--- src/rtl/seq_pattern_tx.sv ---
// Serial pattern burst transmitter: sends PATTERN (MSB first) count times, gap zero bits between copies.
// Latency: first pattern bit on op in the cycle after start is accepted; done pulses the cycle after the last bit.
// Backpressure: none; start is only sampled in IDLE, and abort drops an active burst without a done pulse.
//
// Ports:
//   clk, rst          clock and synchronous active-high reset
//   start, count, gap burst request; count copies with gap zero bits between copies (latched on accept)
//   abort             kills a burst in SEND/GAP; ignored in IDLE/DONE; start wins in IDLE
//   op, op_valid      serial bit and its qualifier (pattern or gap bit)
//   busy, done        burst in progress / one-cycle completion pulse
module seq_pattern_tx #(
    parameter int               PAT_W   = 6,
    parameter logic [PAT_W-1:0] PATTERN = 6'b110101,
    parameter int               CNT_W   = 4
) (
    input  logic             clk,
    input  logic             rst,
    input  logic             start,
    input  logic [CNT_W-1:0] count,
    input  logic [CNT_W-1:0] gap,
    input  logic             abort,
    output logic             op,
    output logic             op_valid,
    output logic             busy,
    output logic             done
);

    localparam int IDX_W = (PAT_W > 1) ? $clog2(PAT_W) : 1;
    localparam logic [IDX_W-1:0] IDX_TOP = IDX_W'(PAT_W - 1);

    typedef enum logic [1:0] {IDLE, SEND, GAP, DONE} state_t;

    state_t           state, n_state;
    logic [IDX_W-1:0] idx, n_idx;
    logic [CNT_W-1:0] reps, n_reps;         // copies still owed, including the one being sent
    logic [CNT_W-1:0] gap_len, n_gap_len;   // latched gap length for the whole burst
    logic [CNT_W-1:0] gcnt, n_gcnt;         // gap cycles remaining, including the current one

    // Next-state logic. Counters only ever count down from latched values,
    // so the all-ones count/gap cases cannot wrap.
    always_comb begin
        n_state   = state;
        n_idx     = idx;
        n_reps    = reps;
        n_gap_len = gap_len;
        n_gcnt    = gcnt;
        case (state)
            IDLE: begin
                // start is checked before anything else so it beats a concurrent abort
                if (start) begin
                    if (count != '0) begin
                        n_state   = SEND;
                        n_idx     = IDX_TOP;
                        n_reps    = count;
                        n_gap_len = gap;
                    end else begin
                        n_state = DONE;
                    end
                end
            end
            SEND: begin
                if (abort) begin
                    n_state = IDLE;
                end else if (idx == '0) begin
                    if (reps == CNT_W'(1)) begin
                        n_state = DONE;
                    end else begin
                        n_reps = reps - CNT_W'(1);
                        if (gap_len == '0) begin
                            n_idx = IDX_TOP;
                        end else begin
                            n_state = GAP;
                            n_gcnt  = gap_len;
                        end
                    end
                end else begin
                    n_idx = idx - IDX_W'(1);
                end
            end
            GAP: begin
                if (abort) begin
                    n_state = IDLE;
                end else if (gcnt <= CNT_W'(1)) begin
                    n_state = SEND;
                    n_idx   = IDX_TOP;
                end else begin
                    n_gcnt = gcnt - CNT_W'(1);
                end
            end
            DONE: begin
                n_state = IDLE;
            end
            default: begin
                n_state = IDLE;
            end
        endcase
    end

    // State and outputs share one register stage: outputs are decoded from
    // the state being entered, so they line up with the registered state.
    always_ff @(posedge clk) begin
        if (rst) begin
            state    <= IDLE;
            idx      <= '0;
            reps     <= '0;
            gap_len  <= '0;
            gcnt     <= '0;
            op       <= 1'b0;
            op_valid <= 1'b0;
            busy     <= 1'b0;
            done     <= 1'b0;
        end else begin
            state    <= n_state;
            idx      <= n_idx;
            reps     <= n_reps;
            gap_len  <= n_gap_len;
            gcnt     <= n_gcnt;
            op       <= (n_state == SEND) && PATTERN[n_idx];
            op_valid <= (n_state == SEND) || (n_state == GAP);
            busy     <= (n_state == SEND) || (n_state == GAP);
            done     <= (n_state == DONE);
        end
    end

endmodule

--- config.mk ---
export PLATFORM = sky130hd
export DESIGN_NAME = seq_pattern_tx
export DESIGN_NICKNAME = d
export VERILOG_FILES = /design/src/rtl/seq_pattern_tx.sv
export SDC_FILE = /design/constraint.sdc
export NUM_CORES = 1
export LEC_CHECK = 0
export CAP_MARGIN = 15
export CORE_MARGIN = 1.5
export CORE_UTILIZATION = 45
export CTS_CLUSTER_SIZE = 8
export DETAILED_ROUTE_END_ITERATION = 12
export PLACE_DENSITY = 0.73
export SYNTH_ARGS = -nofsm -noshare
export SYNTH_HDL_FRONTEND = slang
export SYNTH_SLANG_ARGS = --single-unit
export TNS_END_PERCENT = 10
--- constraint.sdc ---
create_clock -name clk -period 1.83 [get_ports clk]
set_input_delay 0.183 -clock clk [delete_from_list [all_inputs] [get_ports clk]]
set_output_delay 0.183 -clock clk [all_outputs]
set_load 0.02 [all_outputs]
==> results by group, run 1 <==
Synth
  – Top_reg_cell synth: dfxtp_1
  – Seq/Total Area, Yosys: between 30% and 40%
  – Post-Syn Area: 0.00120 mm2
  – Leading area contributor after synthesis: dfxtp_1
  – Post-synth cell types: 47
  – Syn avg cell area: 8.32 um2
  – #FFs+latches synth: 20
  – FFs w/ async S/R, synth: 0%
  – Post-synthesis net count: between 150 and 200
  – Syn Inst Count: 144
  – Synthesis warning total: 0
  – Synth area leaders: dfxtp_1 (33%), a21oi_1 (6.3%), ha_1 (6.3%), nor2_1 (4.4%), mux2i_1 (3.3%)
  – Synth top area share: 33.4%
  – Post-synth EDFFs: 0

Power
  – Leak Pwr: 0.000639 uW
  – Worst vdd rail ir drop: about 0.53 mV
  – Design Power: 1220 uW
  – Pwr dens: 759 mW/mm2

Min path
  – Hold Path Class: input pin to flop

Job
  – Max-cap viol count: 0

Layout
  – Layout area overhead: 34.6%
  – Multi-input logic area: approximately 760 um2
  – Final #Nets: 198
  – Filler Cells Inserted: 211
  – Layout cell share with drive strength beyond 1: between 20% and 30%
  – Seq. cell area: 400 um2
  – # diodes: 0

STA
  – Clock skew: 0.0119 ns
  – Slew @ Worst Pin: 0.477 ns
  – Final Worst Setup Slack: -0.124 ns
  – Final max-slew violation count: 0
  – Final hold vios: 0
  – F_max: 512 MHz
  – Max-slew headroom: 68.1%
  – Unrepaired setup endpoints after global routing: true
  – Final period utilization: 107%
  – Final setup fails: 4
  – Tmin final: 1.95 ns
  – TNS Setup: -0.259 ns

Worst setup path
  – CP Buf/Inv Count: 0
  – Worst Path Max Fanout: 8
  – Reg2reg end: gcnt[0]$_SDFFE_PP0P_
  – Crit-path leading delay family: simple AND/OR/NAND/NOR gates
  – Worst r2r src: idx[1]$_SDFFE_PP0P_
  – CP Launch Point: idx[1]$_SDFFE_PP0P_
  – R2r setup slk: -0.12 ns
  – Worst Path Arrival: 2.18 ns
  – Slowest stage delay, CP: about 0.6 ns
  – CP endpoint: gcnt[0]$_SDFFE_PP0P_
  – Critical path class: flop to flop
  – Reg2reg path depth: 4
  – Critical Path End Type: flop
  – Critical Path RT: 2.06 ns
  – Sequence of cells on the critical path: or3_4 -> or4_4 -> or3b_1 -> a31oi_1
  – CP Launch Type: flop
  – Slowest CP cell: or4_4
  – CP Depth: 4

Floorplan
  – Area of the die: ~0.0030 mm2
  – Chip width: between 50 and 60 um
  – Core box area: 0.00250 mm2
  – Die height: 54.6 um
  – Starting Density: 47.9%
  – I/O pin total: 16
  – # rows: 18

Detailed routing
  – Vias post-DR: 1206
  – Final WL: a little under 3000 um
  – DRC: 0
  – WL/cell: ~14 um
  – Post-route ant nets: 0
  – 1st-iter DRT viols: 46
  – Vias per inst: 5.77
  – DRT Pass-1 Iters: 4

GRT
  – GR Overflow Total: 0
  – Vias in the first global route: approximately 1100
  – Initial antenna violation count: 0
  – Largest net degree at the start of global routing: 15
  – First-pass GRT wire length: 4730 um
  – GRT Util Overall: 21.7%

Place
  – Worst slack, placed: -0.363 ns
  – DP HPWL: around 2300 um
  – PortBufs: 15
  – GPL Wtd Cong: about 0.88

Clock tree
  – CTS H-tree depth: 1
  – Total CTS buffers: 3
  – Clock slew seen by the registers of the worst setup and hold paths: 0.12 ns
  – CTS Sinks: 20
  – Hold_buf cts: 0
  – Clk_lat worst skew: 0.30 ns
  – Clk Tree Root Cell: clkbuf_4
  – CTS tree: yes
  – Max clock buf depth: 2
  – Number of setup buffers added after CTS: 0

Outcome
  – Outcome: finished with violations
  – Failing checks: setup timing
## cells by family (layout without fill, tap and decap cells)
group	Yosys count	after routing	share of synthesized area [%]
simple gates	55	55	25.3
mux	4	4	3.34
fa+ha+maj	6	6	6.27
buf+inv	16	51	6.17
compound gates	42	42	24.8
flops	20	20	33.4
xor+xnor	1	1	0.732
## worst reg2reg max path: cells and delay by family, from the launching register on
kind            cells  cell delay [ns]
simple gates        3             1.38
compound gates      1             0.17
flops               1             0.34
## layout by cell type, fill, tap and decap left out, drive strengths merged, types with 4 or more instances in the layout
| cell | count |
|---|---|
| a21oi | 15 |
| a31oi | 4 |
| buf | 24 |
| clkdlybuf4s50 | 15 |
| dfxtp | 20 |
| ha | 6 |
| inv | 8 |
| mux2i | 4 |
| nand2 | 10 |
| nor2 | 14 |
## sequential cells by signal (all words and copies together), names as in the netlist
signal	cells
gap_len	4
gcnt	4
reps	4
idx	3
state	2
busy	1
done	1
op	1
## metal layers
layer	routed length [um]	part of all wire [%]	global-route usage, %	vias to the layer above
met5	0	0	0	-
met4	15	0.51	6.67	0
met3	120	4.0	2.46	2
met2	1500	51	40.9	28
met1	1320	45	25.1	580
li1	-	-	-	596
## final cells by class
class / count / area share (%)
multi-input combinational: 108 / 47.2
sequential: 20 / 24.8
timing repair buffer: 39 / 20.5
tap: 30 / 2.33
clock inverter: 1 / 1.86
inverter: 8 / 1.86
clock buffer: 3 / 1.40
## worst min path at each step
stage	endpoint	cells after the start	slack, ns	start
4_1_cts	busy$_SDFF_PP0_	2	0.47	rst
6_report	busy$_SDFF_PP0_	2	0.47	rst
3_5_place_dp	gcnt[3]$_SDFFE_PP0P_	2	0.48	gcnt[3]$_SDFFE_PP0P_
3_3_place_gp	gcnt[3]$_SDFFE_PP0P_	2	0.47	gcnt[3]$_SDFFE_PP0P_
2_1_floorplan	gap_len[0]$_SDFFE_PP0P_	2	0.33	gap[0]
5_1_grt	busy$_SDFF_PP0_	2	0.48	rst
## Yosys cell counts, drive strengths merged, types with 2 or more instances
cell type   n
nand3       3
o21ai       2
dfxtp      20
clkbuf      4
a211oi      2
nand2      10
buf         4
a21oi      15
or2         2
ha          6
nor3        3
a211o       3
a221o       2
o31ai       2
nor2       14
nand2b      2
nand3b      3
o32ai       2
nor4        2
inv         8
and2        2
or3b        3
or3         2
nor2b       3
nor3b       2
mux2i       4
a31oi       4
## power breakdown
| group | switching, uW | internal (uW) |
|---|---|---|
| clock | 140 | 221 |
| combinational | 182 | 188 |
| sequential | 22.2 | 469 |
## timing repair
| item | 4_1_cts | 5_1_grt |
|---|---|---|
| gates resized for setup | 5 | 2 |
| cloned | 0 | 0 |
| setup endpoints to repair | 6 | 8 |
## through the flow
| stage | cells | utilization [%] | hold slack [ns] | area, um2 |
|---|---|---|---|---|
| finish | 209 | 64.5 | 0.473 | 1610 |
| floorplan | 144 | - | 0.330 | 1200 |
| CTS | 209 | 64.2 | 0.469 | 1600 |
| global route | 209 | 64.5 | 0.477 | 1610 |
| global placement | 205 | 60.9 | 0.465 | 1520 |
| detailed placement | 205 | 60.9 | 0.478 | 1520 |
No activity file was read; power rests on OpenSTA's default activity.
==> run 2, diff against run 1 <==
- ABC_AREA: default -> 1
- PLACE_DENSITY: 0.73 -> 0.72
==> results by group, run 2 <==
Outcome
  – Outcome: finished clean

Power
  – Design Power: 2040 uW (+67%)
  – Pwr dens: 1290 mW/mm2 (+69%)
  – Leak Pwr: 0.000773 uW (+21%)
  – Worst vdd rail ir drop: 0.933 mV (+75%)

Layout
  – Most frequent cells in the layout: nand2_1 (53), nor2_1 (27), inv_1 (26), dfxtp_1 (19), clkdlybuf4s50_1 (15)
  – Final #Nets: 246 (+24%)
  – Layout cell share with drive strength beyond 1: 15.9% (-8.2 points)
  – Largest registers: gap_len x4, gcnt x4, reps x4
  – Final std cells w/o fill: 258 (+23%)
  – # diodes: 0 (unchanged)
  – Layout area overhead: 20.5%
  – Most common cell after layout, fill and taps aside: nand2_1

Detailed routing
  – DRT Pass-1 Iters: 4 (unchanged)
  – Vias per inst: 4.88 (-15%)
  – 1st-iter DRT viols: 36 (-22%)
  – Post-route ant nets: 0 (unchanged)
  – WL/cell: 10.5 um (-26%)
  – DRC: 0 (unchanged)
  – Final WL: 2720 um (-8.3%)
  – Vias post-DR: 1259 (+4.4%)

Min path
  – WHS Path Cells: 2 (unchanged)
  – Hold path start: reps[1]$_SDFFE_PP0P_
  – Hold Path Class: flop to flop
  – WHS Endpoint: reps[1]$_SDFFE_PP0P_

Place
  – DP HPWL: 2060 um (-9.0%)
  – PortBufs: 15 (unchanged)
  – Dpl cells: 253 (+23%)
  – GPL Wtd Cong: 0.829 (-5.5%)
  – Worst slack, placed: 0.109 ns (+0.472 ns)

Worst setup path
  – Reg2reg end: busy$_SDFF_PP0_
  – CP Launch Type: flop
  – R2r setup slk: 0.13 ns (+0.26 ns)
  – CP Buf/Inv Count: 4 (+4)
  – Critical Path RT: 2.05 ns (about the same)
  – Slowest CP cell: dfxtp_2
  – Critical Path End Type: flop
  – Worst Path Arrival: 1.92 ns (-0.26 ns)
  – Crit-path leading delay family: simple AND/OR/NAND/NOR gates
  – Sequence of cells on the critical path: inv_2 -> ha_2 -> inv_1 -> nand2_1 -> nand2_1 -> nand2_2 -> nand3_2 -> nand3_1 -> nand2_1 -> nand2_2 -> inv_1 -> ha_1 -> inv_1 -> nor2_1
  – Reg2reg path depth: 14 (+10)
  – Worst Path Max Fanout: 3 (-5)
  – Slowest stage delay, CP: 0.36 ns (-0.25 ns)
  – Worst r2r src: gcnt[0]$_SDFFE_PP0P_
  – Critical path class: flop to flop

Synth
  – Xor and xnor area share after synthesis: 0% (-0.73 points)
  – Post-synth cell types: 23 (-51%)
  – Post-synth EDFFs: 0 (unchanged)
  – #FFs+latches synth: 20 (unchanged)
  – Synth area leaders: dfxtp_1 (30%), nand2_1 (16%), inv_1 (8.0%), nor2_1 (8.0%), ha_1 (5.7%)
  – Post-synthesis net count: 225 (+39%)
  – Syn avg cell area: 6.35 um2 (-24%)
  – Post-Synth Simple-Gate Area: 42.2% (+17 points)
  – Multiplexer share of the synthesized area: 0% (-3.3 points)
  – Largest family of logic cells by synthesized area: simple AND/OR/NAND/NOR gates
  – FFs w/ async S/R, synth: 0% (unchanged)
  – Synth top area share: 30.4% (-3.0 points)
  – Most frequent cell after synthesis: nand2_1
  – Synth Area in Compound Gates: 9.61% (-15 points)
  – Seq/Total Area, Yosys: 30.4% (-3.0 points)
  – Leading area contributor after synthesis: dfxtp_1
  – Top cells by count, synth: nand2_1 (55), inv_1 (28), nor2_1 (28)
  – Syn Inst Count: 207 (+44%)
  – Synthesis warning total: 0 (unchanged)
  – Post-synthesis adder-cell area fraction: 5.71% (-0.56 points)
  – Top_reg_cell synth: dfxtp_1
  – Post-Syn Area: 0.00132 mm2 (+9.8%)

Floorplan
  – Area of the die: 0.00326 mm2 (+9.3%)
  – Core box area: 0.00276 mm2 (+10%)
  – # rows: 19 (+1)
  – I/O pin total: 16 (unchanged)
  – Die height: 57.1 um (+4.5%)
  – Starting Density: 47.7% (-0.21 points)
  – Chip width: 57.1 um (+4.5%)

STA
  – F_max: 590 MHz (+15%)
  – Tmin final: 1.70 ns (-0.258 ns)
  – Final setup fails: 0 (-4)
  – Fin Hold WS: 0.468 ns (-0.00508 ns)
  – Final Worst Setup Slack: 0.134 ns (+0.258 ns)
  – Final max-slew violation count: 0 (unchanged)
  – Clock skew: 0.00808 ns (-0.00387 ns)
  – Final hold vios: 0 (unchanged)
  – Max-slew headroom: 75.5% (+7.4 points)
  – Slew @ Worst Pin: 0.367 ns (-0.110 ns)
  – Final period utilization: 92.7% (-14 points)

GRT
  – First-pass GRT wire length: 4700 um (-0.74%)
  – GRT Util Overall: 18.2% (-3.5 points)
  – GR Overflow Total: 0 (unchanged)
  – Vias in the first global route: 1115 (-1.8%)
  – Initial antenna violation count: 0 (unchanged)
  – Largest net degree at the start of global routing: 13 (-2)

Clock tree
  – Clock slew seen by the registers of the worst setup and hold paths: 0.13 ns (about the same)
  – CTS tree: yes
  – CTS H-tree depth: 1 (unchanged)
  – Clk Tree Root Cell: clkbuf_4
  – Total CTS buffers: 3 (unchanged)
  – CTS Sinks: 20 (unchanged)
  – Clk_lat worst skew: 0.32 ns (+0.02 ns)
  – Max clock buf depth: 2 (unchanged)

Job
  – Max-cap viol count: 0 (unchanged)
==> run 2: changes by cell type after synthesis, sizes merged, moves of 4 or more <==
cell	before	now
a21oi	15	10
nand3	3	16
mux2i	4	0
nor2	14	35
o21ai	2	14
inv	8	32
nand2	10	60
nand4	0	6
==> run 2: cell families after synthesis <==
group,count (synthesis)
adders and majority gates,6
and+or+nand+nor,119
AOI/OAI and AO/OA,25
buffers and inverters,37
DFF,20
==> run 2: what timing repair did <==
action / 4_1_cts / 5_1_grt
endpoints found under the setup margin: 0 / 3
hold buffers: 0 / 0
resized for setup: 0 / 9
buffers inserted: 0 / 1
==> run 2: layer usage <==
metal	vias up	global-route usage (%)	wire length [um]
li1	694	-	-
met2	17	29.7	1250
met3	4	2.04	84
met1	544	24.4	1350
met4	0	7.97	39
met5	-	0	0
==> run 2: cell type report <==
type | instances | area, um2
Fill cell | 273 | 1170
Sequential cell | 20 | 402
Inverter | 32 | 120
Multi-Input combinational cell | 150 | 776
Clock inverter | 1 | 30.0
Clock buffer | 3 | 22.5
Timing Repair Buffer | 21 | 195
Tap cell | 31 | 38.8
==> run 2: worst max-delay path by stage <==
stage | depth (start not counted) | to | startpoint
3_3_place_gp | 14 | busy$_SDFF_PP0_ | gcnt[0]$_SDFFE_PP0P_
5_1_grt | 14 | busy$_SDFF_PP0_ | gcnt[1]$_SDFFE_PP0P_
3_5_place_dp | 14 | busy$_SDFF_PP0_ | gcnt[0]$_SDFFE_PP0P_
6_report | 14 | busy$_SDFF_PP0_ | gcnt[0]$_SDFFE_PP0P_
2_1_floorplan | 14 | busy$_SDFF_PP0_ | gcnt[0]$_SDFFE_PP0P_
4_1_cts | 14 | busy$_SDFF_PP0_ | gcnt[0]$_SDFFE_PP0P_
==> run 2: worst register-to-register path: cells and delay by family, from the launching register on <==
kind | cells | cell delay, ns
buffers and inverters | 4 | 0.21
adders and majority gates | 2 | 0.44
DFF | 1 | 0.36
and+or+nand+nor | 8 | 0.60
==> run 2: through the flow <==
stage                     instance area [um2]  TNS [ns]  utilization, %
after floorplan                          1320         0               -
after global placement                   1500         0            54.5
after detailed placement                 1500         0            54.5
after CTS                                1560         0            56.4
after global routing                     1580  -0.00929            57.4
final                                    1580         0            57.4
==> run 2: where the power goes <==
group | switching [uW] | internal [uW]
combinational | 624 | 399
clock | 153 | 222
sequential | 87.1 | 551
total | 864 | 1170
